===== src/rtl/mem_arbiter_if.sv =====
// Cache-port and RAM-port bundle for mem_arbiter.
// A cache raises REN/WEN with address/data and holds them until its wait drops for one cycle;
// that low cycle completes one word, and dload/iload are valid only in that cycle.
interface mem_arbiter_if #(
    parameter int NCPU = 2
);
    logic [NCPU-1:0]    dREN;
    logic [NCPU-1:0]    dWEN;
    logic [NCPU*32-1:0] daddr;
    logic [NCPU*32-1:0] dstore;
    logic [NCPU-1:0]    dwait;
    logic [NCPU*32-1:0] dload;
    logic [NCPU-1:0]    iREN;
    logic [NCPU*32-1:0] iaddr;
    logic [NCPU-1:0]    iwait;
    logic [NCPU*32-1:0] iload;
    logic               ramREN;
    logic               ramWEN;
    logic [31:0]        ramaddr;
    logic [31:0]        ramstore;
    logic [31:0]        ramload;
    logic [1:0]         ramstate;
    logic               ram_err;

    modport slave (
        input  dREN, dWEN, daddr, dstore, iREN, iaddr, ramload, ramstate,
        output dwait, dload, iwait, iload, ramREN, ramWEN, ramaddr, ramstore, ram_err
    );

    modport master (
        output dREN, dWEN, daddr, dstore, iREN, iaddr, ramload, ramstate,
        input  dwait, dload, iwait, iload, ramREN, ramWEN, ramaddr, ramstore, ram_err
    );
endinterface


===== src/rtl/mem_arbiter.sv =====
// Round-robin arbiter of per-CPU dcache/icache word requests onto a single RAM port.
// A grant is held for up to BLOCK_WORDS words so block transfers never interleave.
module mem_arbiter #(
    parameter int NCPU        = 2,
    parameter int BLOCK_WORDS = 2,
    localparam int OW = (NCPU > 1) ? $clog2(NCPU) : 1,
    localparam int WW = $clog2(BLOCK_WORDS + 1)
) (
    input  logic          CLK,
    input  logic          nRST,
    mem_arbiter_if.slave  arb,
    output logic [1:0]    dbg_state,
    output logic [OW-1:0] dbg_owner,
    output logic [OW-1:0] dbg_d_rr,
    output logic [OW-1:0] dbg_i_rr,
    output logic [WW-1:0] dbg_wcnt
);
    typedef enum logic [1:0] {IDLE = 2'd0, DGNT = 2'd1, IGNT = 2'd2} state_t;

    localparam logic [1:0] RAM_ACCESS = 2'd2;
    localparam logic [1:0] RAM_ERROR  = 2'd3;

    state_t          state;
    logic [OW-1:0]   owner;
    logic [OW-1:0]   d_rr;
    logic [OW-1:0]   i_rr;
    logic [WW-1:0]   wcnt;
    logic            ram_err_q;
    logic [NCPU-1:0] d_req;
    logic            owner_req;
    logic            complete;
    logic            last_word;

    assign d_req = arb.dREN | arb.dWEN;

    // First requester found scanning rr, rr+1, ... modulo NCPU.
    function automatic logic [OW-1:0] pick(input logic [NCPU-1:0] req, input logic [OW-1:0] rr);
        logic [OW-1:0] sel;
        logic          found;
        sel   = rr;
        found = 1'b0;
        for (int k = 0; k < NCPU; k++) begin
            int idx;
            idx = (int'(rr) + k) % NCPU;
            if (!found && req[idx]) begin
                sel   = OW'(idx);
                found = 1'b1;
            end
        end
        return sel;
    endfunction

    function automatic logic [OW-1:0] next_of(input logic [OW-1:0] cur);
        return OW'((int'(cur) + 1) % NCPU);
    endfunction

    always_comb begin
        owner_req = 1'b0;
        case (state)
            DGNT:    owner_req = d_req[owner];
            IGNT:    owner_req = arb.iREN[owner];
            default: owner_req = 1'b0;
        endcase
        complete  = owner_req && (arb.ramstate == RAM_ACCESS);
        last_word = complete && (int'(wcnt) + 1 >= BLOCK_WORDS);
    end

    // RAM port and cache responses follow the current grant combinationally.
    always_comb begin
        arb.dwait    = '1;
        arb.iwait    = '1;
        arb.dload    = '0;
        arb.iload    = '0;
        arb.ramREN   = 1'b0;
        arb.ramWEN   = 1'b0;
        arb.ramaddr  = '0;
        arb.ramstore = '0;
        case (state)
            DGNT: begin
                arb.ramaddr               = arb.daddr[32*owner +: 32];
                arb.ramstore              = arb.dstore[32*owner +: 32];
                arb.ramWEN                = arb.dWEN[owner];
                arb.ramREN                = arb.dREN[owner] & ~arb.dWEN[owner];
                arb.dwait[owner]          = ~complete;
                arb.dload[32*owner +: 32] = arb.ramload;
            end
            IGNT: begin
                arb.ramaddr               = arb.iaddr[32*owner +: 32];
                arb.ramREN                = arb.iREN[owner];
                arb.iwait[owner]          = ~complete;
                arb.iload[32*owner +: 32] = arb.ramload;
            end
            default: ;
        endcase
    end

    always_ff @(posedge CLK or negedge nRST) begin
        if (!nRST) begin
            state     <= IDLE;
            owner     <= '0;
            d_rr      <= '0;
            i_rr      <= '0;
            wcnt      <= '0;
            ram_err_q <= 1'b0;
        end else begin
            if (state != IDLE && arb.ramstate == RAM_ERROR)
                ram_err_q <= 1'b1;
            case (state)
                IDLE: begin
                    if (|d_req) begin
                        state <= DGNT;
                        owner <= pick(d_req, d_rr);
                    end else if (|arb.iREN) begin
                        state <= IGNT;
                        owner <= pick(arb.iREN, i_rr);
                    end
                end
                DGNT, IGNT: begin
                    if (!owner_req || last_word) begin
                        state <= IDLE;
                        wcnt  <= '0;
                        if (state == DGNT) d_rr <= next_of(owner);
                        else               i_rr <= next_of(owner);
                    end else if (complete) begin
                        wcnt <= wcnt + 1'b1;
                    end
                end
                default: state <= IDLE;
            endcase
        end
    end

    assign arb.ram_err = ram_err_q;
    assign dbg_state   = state;
    assign dbg_owner   = owner;
    assign dbg_d_rr    = d_rr;
    assign dbg_i_rr    = i_rr;
    assign dbg_wcnt    = wcnt;
endmodule


===== src/flat_wrapper.sv =====
// flat-port wrapper written by rule: the top's interface ports become plain ports
module mem_arbiter_flat 
#(
    parameter int NCPU        = 2,
    parameter int BLOCK_WORDS = 2,
    localparam int OW = (NCPU > 1) ? $clog2(NCPU) : 1,
    localparam int WW = $clog2(BLOCK_WORDS + 1)
)
  (CLK, nRST, dbg_state, dbg_owner, dbg_d_rr, dbg_i_rr, dbg_wcnt, arb_dREN, arb_dWEN, arb_daddr, arb_dstore, arb_iREN, arb_iaddr, arb_ramload, arb_ramstate, arb_dwait, arb_dload, arb_iwait, arb_iload, arb_ramREN, arb_ramWEN, arb_ramaddr, arb_ramstore, arb_ram_err);
  mem_arbiter_if #(.NCPU(NCPU)) arb_i ();
  input  logic CLK;
  input  logic nRST;
  output logic [1:0] dbg_state;
  output logic [OW-1:0] dbg_owner;
  output logic [OW-1:0] dbg_d_rr;
  output logic [OW-1:0] dbg_i_rr;
  output logic [WW-1:0] dbg_wcnt;
  input wire logic [$bits(arb_i.dREN)-1:0] arb_dREN;
  input wire logic [$bits(arb_i.dWEN)-1:0] arb_dWEN;
  input wire logic [$bits(arb_i.daddr)-1:0] arb_daddr;
  input wire logic [$bits(arb_i.dstore)-1:0] arb_dstore;
  input wire logic [$bits(arb_i.iREN)-1:0] arb_iREN;
  input wire logic [$bits(arb_i.iaddr)-1:0] arb_iaddr;
  input wire logic [$bits(arb_i.ramload)-1:0] arb_ramload;
  input wire logic [$bits(arb_i.ramstate)-1:0] arb_ramstate;
  output wire logic [$bits(arb_i.dwait)-1:0] arb_dwait;
  output wire logic [$bits(arb_i.dload)-1:0] arb_dload;
  output wire logic [$bits(arb_i.iwait)-1:0] arb_iwait;
  output wire logic [$bits(arb_i.iload)-1:0] arb_iload;
  output wire logic [$bits(arb_i.ramREN)-1:0] arb_ramREN;
  output wire logic [$bits(arb_i.ramWEN)-1:0] arb_ramWEN;
  output wire logic [$bits(arb_i.ramaddr)-1:0] arb_ramaddr;
  output wire logic [$bits(arb_i.ramstore)-1:0] arb_ramstore;
  output wire logic [$bits(arb_i.ram_err)-1:0] arb_ram_err;
  assign arb_i.dREN = arb_dREN;
  assign arb_i.dWEN = arb_dWEN;
  assign arb_i.daddr = arb_daddr;
  assign arb_i.dstore = arb_dstore;
  assign arb_i.iREN = arb_iREN;
  assign arb_i.iaddr = arb_iaddr;
  assign arb_i.ramload = arb_ramload;
  assign arb_i.ramstate = arb_ramstate;
  assign arb_dwait = arb_i.dwait;
  assign arb_dload = arb_i.dload;
  assign arb_iwait = arb_i.iwait;
  assign arb_iload = arb_i.iload;
  assign arb_ramREN = arb_i.ramREN;
  assign arb_ramWEN = arb_i.ramWEN;
  assign arb_ramaddr = arb_i.ramaddr;
  assign arb_ramstore = arb_i.ramstore;
  assign arb_ram_err = arb_i.ram_err;
  mem_arbiter #(.NCPU(NCPU), .BLOCK_WORDS(BLOCK_WORDS)) u_core (.CLK(CLK), .nRST(nRST), .arb(arb_i), .dbg_state(dbg_state), .dbg_owner(dbg_owner), .dbg_d_rr(dbg_d_rr), .dbg_i_rr(dbg_i_rr), .dbg_wcnt(dbg_wcnt));
endmodule

===== config.mk =====
export PLATFORM = sky130hd
export DESIGN_NAME = mem_arbiter_flat
export DESIGN_NICKNAME = d
export VERILOG_FILES = /design/src/rtl/mem_arbiter_if.sv /design/src/rtl/mem_arbiter.sv /design/src/flat_wrapper.sv
export SDC_FILE = /design/constraint.sdc
export NUM_CORES = 1
export LEC_CHECK = 0
export ABC_CLOCK_PERIOD_IN_PS = 3600
export CORE_AREA = 2 2 173 175
export CTS_BUF_LIST = sky130_fd_sc_hd__clkbuf_4 sky130_fd_sc_hd__clkbuf_8 sky130_fd_sc_hd__clkbuf_16
export CTS_CLUSTER_DIAMETER = 100
export DETAILED_ROUTE_END_ITERATION = 10
export DIE_AREA = 0 0 175 177
export GPL_TIMING_DRIVEN = 0
export RECOVER_POWER = 25
export SETUP_SLACK_MARGIN = 0.05
export SLEW_MARGIN = 20
export SYNTH_ARGS = -nofsm -noshare
export SYNTH_HDL_FRONTEND = slang
export SYNTH_SLANG_ARGS = --single-unit

===== constraint.sdc =====
create_clock -name CLK -period 3.6 [get_ports CLK]
set_clock_uncertainty 0.2 [all_clocks]
set_input_delay 0.9 -clock CLK [delete_from_list [all_inputs] [get_ports CLK]]
set_output_delay 0.9 -clock CLK [all_outputs]
set_load 0.02 [all_outputs]

==> results_dict.tcl, run 1 <==
set metrics [dict create \
    final_core_util_pct 27.9 \
    drt-initial-drc-count 123 \
    final-hold-violation-count 0 \
    layout_setup_ws_ns 0.101 \
    yosysWarnings 0 \
    rrSetupSlack_ns 1.01 \
    outcome "complete, no violations" \
    power_frac_seq_pct 3.2 \
    vias 4692 \
    syn_inst 368 \
    syn2layout_area_growth_pct 170 \
    die_y_um 177 \
    setup_viol 0 \
    grt_max_degree 12 \
    multi_input_area_um2 2680 \
    rr_endpoint "u_core.dbg_state[0]" \
    yosysTopAreaCell "mux4_2" \
    viasPerCell 3.88 \
    syn_avg_cell_area_um2 8.22 \
    power_frac_clock_pct 3.5 \
    synth-main-ff-cell "dfrtp_1" \
    initial_utilization_pct 10.3 \
    port_buffers 439 \
    hpwl_um 18100 \
    clock_path_buffers 2 \
    cp_data_arrival_time_ns 2.40 \
    final_cell_area_um2 8160 \
    max_freq_ghz 0.286 \
    gr-total-overflow 0 \
    dr.pass1.iters 4 \
    synth_cell_types 33 \
    hp-class "flip-flop to flip-flop" \
    synth_edf_count 0 \
    drive_above_1_share_pct 11.6 \
    drc 0 \
    h-tree-depth 1 \
    grt_pass1_vias 4920 \
    cts_buffers 3 \
    r2r_cells 10 \
    period_needed_ns 3.50 \
    clkSinkCount 8 \
    p_leak_uw 0.00410 \
    wl_met3_um 1850 \
    grt_pass1_wl_um 30200 \
    insertion_delay_ns 0.23 \
    slew_viol_final 0 \
    p_per_area_nw_per_um2 660 \
    p_comb_share_pct 93.3 \
    path_clk_slew_ns 0.04 \
    ys_seq_area_share_pct 6.61 \
    regArea_um2 200 \
    dpl-instance-area_um2 7910 \
    intPower_uw 2630 \
    min_to "u_core.arb.ram_err" \
    die_area_um2 31000 \
    sw_frac_of_total_pct 51.2 \
    met2_length_um 11700 \
    synth_area_leaders "mux4_2, and2_1, and3_1, mux2i_1, nor2b_1" \
    pre_cts_ws_ns -1.43 \
    clock-root-buffer "clkbuf_16" \
    wl_per_cell_um 18.0 \
    cts_tree "done" \
    holdPathStages 1 \
    worstSetupStartpoint "arb_dREN[0]" \
    ios 440 \
    netlist_area_um2 3030 \
    async_reset_ff_share_pct 100 \
    core_um2 29200 \
    critPathMaxFanout 5 \
    final_cell_mix "clkdlybuf4s50_1, and2_1, and3_1, dlymetal6s2s_1, nor2b_1" \
    rows 63 \
    antenna_found_initial 0 \
    antenna_left 0 \
    fillers 3106 \
    drv_cap 0 \
    rsz0062_at_grt "no" \
    gr-usage-all-layers_pct 12.9 \
    power.net_switching_uw 2760 \
    rr_startpoint "u_core.dbg_state[1]" \
    worst_setup_path_start_kind "input pin" \
    synthesis.nets 608 \
    diodes 0 \
    tightest_slew_ns 0.439 \
    final_common_cell "clkdlybuf4s50_1" \
    routed_wl_um 21700 \
    final_net_count 1060 \
    synth_top_cell_area_share_pct 23.8 \
    place_congestion 0.798 \
    finalCritPeriodShare_pct 97.2 \
    ir_drop_mv 0.263 \
    min-delay-start "u_core.arb.ram_err" \
    top_layer "met4" \
    die_w_um 175 \
    wirelength_met1_um 8000 \
    worstSetupEndpointType "primary output" \
    slew_headroom_pct 70.7 \
    crit_type "input pin to primary output" \
    ys_seq_elements 8 \
    critical_path_required_ns 2.50 \
]
[per-stage QoR]
stage / power, µW / cells / setup TNS [ns] / hold WS (ns)
floorplan: 2790 / 368 / 0 / 0.392
global placement: 5240 / 1197 / -110.38 / 0.273
detailed placement: 5240 / 1197 / -111.38 / 0.285
CTS: 5590 / 1203 / -2.80 / 0.296
global route: 5730 / 1208 / 0 / 0.338
finish: 5380 / 1208 / 0 / 0.291
[registers in the layout, indices dropped and copies added (netlist names)]
name                count
u_core.dbg_owner        1
u_core.dbg_wcnt         2
u_core.dbg_state        2
u_core.dbg_d_rr         1
u_core.arb.ram_err      1
u_core.dbg_i_rr         1
[synth_stat cells, types with 3 or more instances]
master	count
and2_1	97
o22ai_1	3
buf_2	5
clkbuf_1	32
inv_1	7
and3_1	64
ha_1	6
dfrtp_1	8
nand2_1	8
nor2b_1	38
nor2_1	5
buf_1	3
mux2i_1	35
o21ai_1	3
mux4_2	32
[power groups by stage]
| stage | Sequential (µW) | Combinational (µW) | Clock, µW |
|---|---|---|---|
| after global placement | 168 | 5080 | 0 |
| final | 175 | 5020 | 186 |
| after CTS | 176 | 5220 | 191 |
| after detailed placement | 169 | 5070 | 0 |
| after floorplan | 205 | 2590 | 0 |
| after global routing | 183 | 5350 | 198 |
[cell type report]
| type | instances | share of cell area (%) |
|---|---|---|
| Tap cell | 390 | 5.98 |
| Multi-Input combinational cell | 313 | 32.9 |
| Sequential cell | 8 | 2.45 |
| Clock buffer | 3 | 0.920 |
| Buffer | 38 | 3.30 |
| Inverter | 7 | 0.322 |
| Timing Repair Buffer | 449 | 54.2 |
[layer usage]
metal  track usage, %  up-vias
met5                0        -
met2             25.9      278
met1             13.7     2202
li1                 -     2205
met4             1.46        0
met3             3.26        7
[repair_timing]
item,in CTS,in global routing
hold buffers,0,0
endpoints found under the setup margin,198,122
pin swaps,1,0
resized for setup,90,96
setup buffers,5,5
[cells by family after synthesis]
family / share of synthesized area (%)
buffers and inverters: 6.04
adders and majority gates: 2.48
DFF: 6.61
AOI/OAI and AO/OA: 4.18
muxes: 36.3
and+or+nand+nor: 44.4
[how the worst max path moves through the flow]
stage	depth (start not counted)	slack [ns]	endpoint
detailed placement	8	-1.43	arb_iload[8]
CTS	7	-0.10	arb_iload[5]
global placement	8	-1.38	arb_iload[8]
floorplan	4	0.28	arb_iwait[1]
global route	7	0.05	arb_dload[3]
finish	7	0.10	arb_dwait[1]
[worst max-delay path, stage by stage]
cell and delay (ns):
clkdlybuf4s50_1 0.43, or2_2 0.30, a222oi_1 0.23, buf_4 0.19, nor2_4 0.06, nand2_1 0.13
buf_6 0.14
No activity file was read; power rests on OpenSTA's default activity.
==> run 2, diff against run 1 <==
--- a/config.mk
+++ b/config.mk
@@ -19,2 +19,3 @@
 export SYNTH_HDL_FRONTEND = slang
 export SYNTH_SLANG_ARGS = --single-unit
+export TNS_END_PERCENT = 1
==> constraint.sdc (replaced) <==
create_clock -name CLK -period 3.6 [get_ports CLK]
set_clock_uncertainty 0.2 [all_clocks]
set_input_delay 0.72 -clock CLK [delete_from_list [all_inputs] [get_ports CLK]]
set_output_delay 0.72 -clock CLK [all_outputs]
set_load 0.02 [all_outputs]
==> results_dict.tcl, run 2 (synthesis results as in run 1) <==
set metrics [dict create \
    slew_viol_final 0 \
    max_freq_ghz 0.284 \
    path_cells "dlygate4sd3_1, or2_1, a222oi_1, buf_4, nor2_4, nand2_1, clkdlybuf4s15_1" \
    insertion_delay_ns 0.23 \
    rrSetupSlack_ns 1.01 \
    drive_above_1_share_pct 9.25 \
    power_frac_clock_pct 3.5 \
    clkSinkCount 8 \
    grt_pass1_vias 4902 \
    fin_setup_tns_ns 0 \
    period_needed_ns 3.52 \
    hpwl_um 18100 \
    cts_buffers 3 \
    holdPathStages 1 \
    power_frac_seq_pct 3.2 \
    die_y_um 177 \
    final_common_cell "clkdlybuf4s50_1" \
    drt-initial-drc-count 101 \
    postCtsHoldBufs 0 \
    critPathTopFamily "buffers and inverters" \
    die_area_um2 31000 \
    wl_per_cell_um 18.0 \
    antenna_found_initial 0 \
    gr-total-overflow 0 \
    p_leak_uw 0.00334 \
    routed_wl_um 21600 \
    finalCritPeriodShare_pct 97.8 \
    p_comb_share_pct 93.4 \
    syn2layout_area_growth_pct 167 \
    clock-root-buffer "clkbuf_16" \
    critical_path_required_ns 2.68 \
    r2r_cells 8 \
    core_um2 29200 \
    slowest_stage "dlygate4sd3_1" \
    crit_type "input pin to primary output" \
    dr.pass1.iters 4 \
    outcome "complete, no violations" \
    worst_setup_path_start_kind "input pin" \
    worstSetupEndpointType "primary output" \
    min_to "u_core.arb.ram_err" \
    final_cell_mix "clkdlybuf4s50_1, and2_1, and3_1, nor2b_1, mux2i_1" \
    rr_startpoint "u_core.dbg_state[1]" \
    hp-class "flip-flop to flip-flop" \
    rsz0062_at_grt "yes" \
    critPathMaxFanout 5 \
    rr_endpoint "u_core.dbg_state[0]" \
    rows 63 \
    vias 4678 \
    viasPerCell 3.90 \
    p_per_area_nw_per_um2 675 \
    path_clk_slew_ns 0.04 \
    cp_data_arrival_time_ns 2.60 \
    grt_pass1_wl_um 30100 \
    final-hold-violation-count 0 \
    final_net_count 1053 \
    fin_total_pwr_uw 5450 \
    sw_frac_of_total_pct 50.5 \
    die_w_um 175 \
    power.net_switching_uw 2750 \
    intPower_uw 2700 \
    ios 440 \
    place_congestion 0.798 \
    gr-usage-all-layers_pct 12.8 \
    grt_max_degree 11 \
    cts_tree "done" \
    initial_utilization_pct 10.3 \
    drv_cap 0 \
    diodes 0 \
    tightest_slew_ns 0.432 \
    antenna_left 0 \
    fillers 3121 \
    ir_drop_mv 0.245 \
    min-delay-start "u_core.arb.ram_err" \
    drc 0 \
    h-tree-depth 1 \
    port_buffers 439 \
    crit_buf_inv 3 \
    clock_path_buffers 2 \
    slowest_delay_ns 0.63 \
    slew_headroom_pct 71.1 \
    setup_viol 0 \
]
## run 2: cell types whose count changed in the layout (fill, tap and decap cells not counted), sizes merged
cell           change
buf               -11
dlymetal6s2s      -45
clkdlybuf4s15      +1
clkdlybuf4s50     +63
clkbuf            -15
dlygate4sd3       +12
dlygate4sd2       -12
## run 2: metrics by stage
stage / hold slack, ns / std cells / util (%) / setup WS (ns) / area (µm²)
final: 0.287 / 1201 / 27.6 / 0.0806 / 8070
after global routing: 0.338 / 1201 / 27.6 / -0.0195 / 8070
after CTS: 0.296 / 1201 / 27.7 / -0.0242 / 8100
after detailed placement: 0.285 / 1197 / 27.0 / -1.25 / 7910
after global placement: 0.273 / 1197 / 27.0 / -1.20 / 7910
after floorplan: 0.224 / 368 / - / 0.638 / 3030
## run 2: metal layers
layer  track usage (%)  vias to the layer above  wire length (µm)
met3              3.22                        6              1850
met4              1.46                        0               174
met1              13.6                     2188              7980
li1                  -                     2198                 -
met2              25.9                      286             11600
met5                 0                        -                 0
## run 2: cell type report
type	count	area (µm²)	area share, %
multi-input combinational	313	2680	33.1
inverter	7	26.3	0.325
timing repair buffer	441	4360	54.0
clock buffer	3	75.1	0.930
tap	390	488	6.04
sequential	8	200	2.48
buffer	39	251	3.11
## run 2: power by group through the flow
stage          registers (µW)  clock network [µW]  logic (µW)
6_report                  172                 188        5090
3_3_place_gp              168                   0        5080
5_1_grt                   180                 198        5410
2_1_floorplan             205                   0        2590
3_5_place_dp              169                   0        5070
4_1_cts                   174                 191        5200
## run 2: worst max path at each step
stage	from	to	slack [ns]	depth (start not counted)
final	arb_dWEN[1]	arb_dwait[1]	0.08	7
after detailed placement	u_core.dbg_state[0]	arb_iload[8]	-1.25	8
after global placement	u_core.dbg_state[0]	arb_iload[8]	-1.20	8
after floorplan	arb_iREN[0]	arb_iwait[1]	0.64	4
after global routing	u_core.dbg_owner	arb_iload[53]	-0.02	5
after CTS	u_core.dbg_owner	arb_ramstore[26]	-0.02	5
## run 2: repair_timing
item                                    in CTS  in global routing
endpoints found under the setup margin     178                129
pin swaps                                    1                  0
buffers inserted                             2                  0
gates resized for setup                     54                 38
hold endpoints to repair                     0                  0
